## config.mk

```make
export PLATFORM = sky130hd
export DESIGN_NAME = conv_result_streamer
export DESIGN_NICKNAME = d
export VERILOG_FILES = /design/src/rtl/conv_result_streamer.sv
export SDC_FILE = /design/constraint.sdc
export NUM_CORES = 2
export LEC_CHECK = 0
export CAP_MARGIN = 10
export CORE_AREA = 2 2 329 331
export CTS_CLUSTER_DIAMETER = 60
export DETAILED_ROUTE_END_ITERATION = 10
export DIE_AREA = 0 0 331 333
export GPL_TIMING_DRIVEN = 0
export HOLD_SLACK_MARGIN = 0.08
export PLACE_DENSITY = 0.56
export SLEW_MARGIN = 25
export SYNTH_ARGS = -nofsm -noshare
export SYNTH_HDL_FRONTEND = slang
export SYNTH_SLANG_ARGS = --single-unit
```

## constraint.sdc

```tcl
create_clock -name clk -period 37.9 [get_ports clk]
set_clock_uncertainty 0.05 [all_clocks]
set_input_delay 5.685 -clock clk [delete_from_list [all_inputs] [get_ports clk]]
set_output_delay 5.685 -clock clk [all_outputs]
set_load 0.01 [all_outputs]
```

## src/rtl/conv_result_streamer.sv

```systemverilog
// conv_result_streamer: snapshots the result map on a done rising edge and streams it row-major over valid/ready (optional ReLU via CONV_STREAM_RELU_EN)
module conv_result_streamer #(
  parameter int OUT    = 7,
  parameter int DATA_W = 16,
  parameter int IDX_W  = 16
) (
  input  logic                      clk,
  input  logic                      rst,
  input  logic [OUT*OUT*DATA_W-1:0] result,
  input  logic                      done,
  output logic [DATA_W-1:0]         m_data,
  output logic                      m_valid,
  input  logic                      m_ready,
  output logic [IDX_W-1:0]          m_row,
  output logic [IDX_W-1:0]          m_col,
  output logic                      m_last,
  output logic                      busy,
  output logic                      frame_done,
  output logic                      overrun
);
  localparam int N = OUT * OUT;
  localparam int KW = (N > 1) ? $clog2(N) : 1;
  localparam logic [0:0] IDLE = 1'b0, STREAM = 1'b1;
  localparam logic [IDX_W-1:0] MAX_IDX = IDX_W'(OUT - 1);
  logic [0:0] state;
  logic done_d;
  logic [DATA_W-1:0] shadow [N];
  logic [IDX_W-1:0] row, col;
  logic [KW-1:0] k;
  logic [DATA_W-1:0] word;
  logic rise, start, xfer, last, col_end;
  assign rise = done & ~done_d;
  assign start = rise && state == IDLE;
  assign m_valid = state == STREAM;
  assign busy = m_valid;
  assign xfer = m_valid & m_ready;
  assign col_end = col == MAX_IDX;
  assign last = row == MAX_IDX && col_end;
  assign m_last = m_valid & last;
  assign m_row = row;
  assign m_col = col;
  assign word = shadow[k];
`ifdef CONV_STREAM_RELU_EN
  assign m_data = (m_valid && !word[DATA_W-1]) ? word : '0;
`else
  assign m_data = m_valid ? word : '0;
`endif
  // capture the whole map at frame start; frozen while streaming
  always_ff @(posedge clk or posedge rst)
    if (rst) for (int i = 0; i < N; i++) shadow[i] <= '0;
    else if (start) for (int i = 0; i < N; i++) shadow[i] <= result[i*DATA_W +: DATA_W];
  // frame FSM, word counters, edge detect and status flags
  always_ff @(posedge clk or posedge rst)
    if (rst) begin
      state      <= IDLE;
      done_d     <= 1'b0;
      row        <= '0;
      col        <= '0;
      k          <= '0;
      frame_done <= 1'b0;
      overrun    <= 1'b0;
    end else begin
      done_d     <= done;
      frame_done <= xfer && last;
      if (rise && state == STREAM) overrun <= 1'b1;
      if (start) begin
        state <= STREAM;
        row   <= '0;
        col   <= '0;
        k     <= '0;
      end else if (xfer) begin
        state <= last ? IDLE : STREAM;
        k     <= last ? '0 : k + 1'b1;
        col   <= col_end ? '0 : col + 1'b1;
        row   <= last ? '0 : col_end ? row + 1'b1 : row;
      end
    end
endmodule

```

Word level (Yosys, flattened, before mapping)
Index checks and enable logic that the tools add are counted.
Storage, ports and cells
  register bits: 826
  output and inout bits: 53
  input port bits: 788
  word-level logic and storage cells: 92
Operators by class
  $lt $le $gt $ge: 1
  $add $sub $neg: 3
  multiplexer cells: 17
  bitwise logic cells: 6
  equality and inequality tests: 2
  reductions and logical operators: 7
Operators by type and width (count)
  $mux W16: 10
  $bmux W16 S6: 1
  $add A16 B1 Y16 const B: 2
  $eq A16 B3 Y1 const B: 2
  $mux W6: 3
  $ge A7 B7 Y1 const B: 1
  $not A6 Y7: 1
  $add A6 B1 Y6 const B: 1
  $logic_and A1 B1 Y1: 4
  $and A1 B1 Y1: 3
  $mux W1: 3
  $reduce_bool A3 Y1: 1
  $not A1 Y1: 2
  $reduce_and A2 Y1: 1
  $reduce_bool A2 Y1: 1

Logic depth before layout (Yosys ltp)
  depth in word-level cells: 5
  mapped depth: 9
  depth with buffers taken out: 7

Least setup slack after synthesis
No wires, ideal clock.
  path kind: flip-flop to output port
  from: register k[0]
  to: output m_data[1]
  buffers on the path: 3
  cell stages (with the launch flop): 8
  arrival time: 1.971 ns
  required time: 32.165 ns
  slack: 30.194 ns
  path through: dfrtp_1 > buf_6 > buf_6 > buf_6 > mux4_2 > a221oi_2 > o21ai_0 > o211a_1
Between the ends
  word-level cells in the longest chain between the ends: 5
RTL lines
  from (decl): line 29  | logic [KW-1:0] k;
  from (signal assigned): line 73  | k <= last ? '0 : k + 1'b1;
  $not A6 Y7 (not written as such): line 42  | assign word = shadow[k];
  $bmux W16 S6: line 42
  $mux W16 (not written as such) (2 in series): line 42
  $mux W16: line 46  | assign m_data = m_valid ? word : '0;
  to (decl): line 11  | output logic [DATA_W-1:0] m_data,
Every way passes these cells. The select of a mux whose other input is x is not followed.

Worst setup path after layout
  from: register k[1]
  to: output m_data[9]
Same word-level chain as after synthesis.

==> summary.txt <==
Clock tree
  • CTS Buf Count: 97
  • CTS clk-pin slew, worst paths: 0.06 ns
  • Setup Fix Bufs, Post-CTS: 0
  • CTS tree: done
  • Clk_lat worst skew: 0.68 ns
  • Hold buffers post-CTS: 0
  • CTS Buffer Depth: 3
  • H-tree levels: 3
  • CTS resizes: 0
  • CTS Sinks: 826
  • Clk root buf: clkbuf_16

Worst setup path
  • FF-to-FF Start: busy$_DFFE_PP0P_
  • CP Capture Type: output port
  • Reg2reg end: shadow[393]$_DFFE_PP0N_
  • Largest fanout on the critical path: 10
  • Req. time, crit path: 32.16 ns
  • Arrival time worst endpoint: 5.23 ns
  • R2R cell count: 7
  • Critical path startpoint: k[1]$_DFFE_PP0P_
  • CP Class: reg2out
  • Reg-to-reg slack, setup: 34.21 ns
  • Critical Path Start Type: flip-flop
  • Setup crit end: m_data[9]

Synthesis
  • Synth cell types: 66
  • Syn nets: 4882
  • Syn avg cell area: 9.24 um^2
  • Mapped Area: 37800 um^2
  • Mapped Cells: 4089
  • Post-synth ARST share: 100%
  • Synth top area share: 54.7%
  • Top-count cell post-synth: nand2_1
  • Synth Warn #: 0
  • Register area share after synthesis: 54.7%
  • Top post-synthesis cells by count: nand2_1, dfrtp_1, clkbuf_1
  • Yosys top cell by area: dfrtp_1
  • Top_reg_cell synth: dfrtp_1
  • Area contributors post-synth: dfrtp_1, nand2_1, mux4_2
  • Number of synthesized register bits: 826
  • Post-synth EDFFs: 0

STA
  • Slew margin rel.: 24.4%
  • # setup viols final: 0
  • RSZ-0062 raised after global routing: no
  • Final period utilization: 28.9%
  • Worst Max-Slew Pin Slew: 1.13 ns
  • Max Slew Vio Count: 0
  • TNS Setup: 0 ns
  • Final Hold Vio Count: 0
  • Final setup margin: 26.93 ns
  • Min cycle time layout: 10.97 ns
  • Fmax: 91.2 MHz

Routing
  • Detailed Route WL: 186000 um
  • Residual DRC count: 0
  • Via count: 34521
  • Iter 0 DRT Violations: 3399
  • Via-per-instance ratio: 5.29
  • 1st-pass router iterations: 6
  • Final ANT Viol Nets: 0
  • Routed len/inst: 28.5 um

Power and ir drop
  • LEAKAGE: 24.7 nW
  • Power Total: 0.00320 W
  • Net Switching: 0.00117 W
  • Sw Ratio: 36.7%
  • Combinational share of power: 33.8%
  • VDD IR max: 0.0359 mV
  • Sequential power share: 37.0%
  • Pwr Density: 62.2 nW/um^2
  • Pint: 0.00202 W
  • Power share of the clock group: 29.2%

Floorplan
  • DIE WIDTH: 331 um
  • FP Rows: 120
  • Initial Utilization: 35.5%
  • Die ar.: 110000 um^2
  • IO Count: 841
  • Core outline area: 107000 um^2
  • Die height: 333 um

GRT
  • Vias in the first global route: 35088
  • Largest net degree at the start of global routing: 98
  • Total GRT Usage: 33.5%
  • First-pass GRT wire length: 257000 um
  • Initial antenna violation count: 31
  • Grt total ovfl: 0

Final layout
  • # fillers: 10294
  • NumNets Final: 5832
  • Share of cells above drive strength 1: 8.27%
  • Area Overhead vs Synth: 36.1%

Placed design
  • HPWL after DPL: 144000 um
  • GP Congestion: 0.896
  • PortBufs: 840
  • Pre-CTS setup slack: 27.72 ns

Worst hold path
  • Min-delay worst type: reg2reg

Run status
  • Status: completed

Run
  • Max cap viols: 0
cells in the final DEF, fill, tap and decap left out, types with 9 or more instances in the layout:
cell             count
nor2_1              27
clkbuf_1           202
clkdlybuf4s50_1    840
nand2_1           2402
nor3_1              15
clkinv_2            17
buf_4               25
a21oi_1             29
mux4_2             173
clkbuf_8            16
buf_1               10
clkbuf_16          101
nand3_1             22
mux2i_1             83
a211oi_1            14
dfrtp_1            826
nor2b_1             11
diode_2             13
clkinvlp_4           9
a22oi_1             10
buf_2               27
a221oi_1            17
buf_16               9
inv_1               11
o21ai_0             40
or3_1               18
o22ai_1             21
worst min path at each step:
stage | startpoint | slack [ns] | cells after the start | end
2_1_floorplan | shadow[100]$_DFFE_PP0N_ | 0.39 | 2 | shadow[100]$_DFFE_PP0N_
3_3_place_gp | shadow[600]$_DFFE_PP0N_ | 0.40 | 2 | shadow[600]$_DFFE_PP0N_
3_5_place_dp | shadow[612]$_DFFE_PP0N_ | 0.41 | 2 | shadow[612]$_DFFE_PP0N_
4_1_cts | shadow[29]$_DFFE_PP0N_ | 0.42 | 2 | shadow[29]$_DFFE_PP0N_
5_1_grt | shadow[259]$_DFFE_PP0N_ | 0.43 | 2 | shadow[259]$_DFFE_PP0N_
6_report | shadow[29]$_DFFE_PP0N_ | 0.42 | 2 | shadow[29]$_DFFE_PP0N_
registers in the layout, summed over array words and instances (netlist names):
name and count:
m_row 16, busy 1, k 6, frame_done 1, done_d 1, overrun 1, m_col 16, shadow 784
layout make-up:
| cell class | instances | area [um^2] | area share, % |
|---|---|---|---|
| inverter | 12 | 52.6 | 0.102 |
| timing repair buffer | 851 | 8680 | 16.9 |
| multi-input combinational | 2996 | 16000 | 31.1 |
| antenna | 13 | 32.5 | 0.0633 |
| sequential | 826 | 20700 | 40.2 |
| clock inverter | 40 | 325 | 0.633 |
| clock buffer | 134 | 2810 | 5.47 |
| tap | 1403 | 1760 | 3.41 |
| buffer | 255 | 1120 | 2.17 |
metrics by stage:
stage | instances | area (um^2) | util, % | hold WS, ns
3_3_place_gp | 6332 | 48000 | 45.0 | 0.403
5_1_grt | 6526 | 51400 | 48.2 | 0.434
3_5_place_dp | 6343 | 48300 | 45.3 | 0.408
4_1_cts | 6517 | 51400 | 48.2 | 0.422
6_report | 6530 | 51400 | 48.2 | 0.419
2_1_floorplan | 4089 | 37800 | - | 0.390
per-layer routing:
layer	global-route usage, %	vias to the layer above	share of wire (%)
met5	0	-	0.083
met4	15.2	24	5.0
met2	52.6	1687	46
met1	43.8	17303	40
met3	7.97	358	8.7
li1	-	15149	-
cell families after synthesis:
group | share of synthesized area, %
buf+inv | 3.06
mux | 12.5
simple gates | 26.2
fa+ha+maj | 0.166
flops | 54.7
compound gates | 3.15
xor+xnor | 0.209
power groups by stage:
stage	Sequential [W]	Combinational [W]	Clock, W
CTS	0.00118	0.00107	0.000943
detailed placement	0.00119	0.00107	0
global placement	0.00119	0.00105	0
global route	0.00120	0.00113	0.000980
floorplan	0.00116	0.000539	0
finish	0.00118	0.00108	0.000935
worst max-delay path, cell delays in order (launching register included):
cell	delay, ns
dfrtp_1	0.35
buf_4	0.31
buf_2	0.54
buf_2	0.81
mux4_2	0.47
a221oi_1	0.60
o21ai_0	0.43
o211a_1	0.32
clkdlybuf4s50_1	0.65
Power figures use the tool's default switching activity.
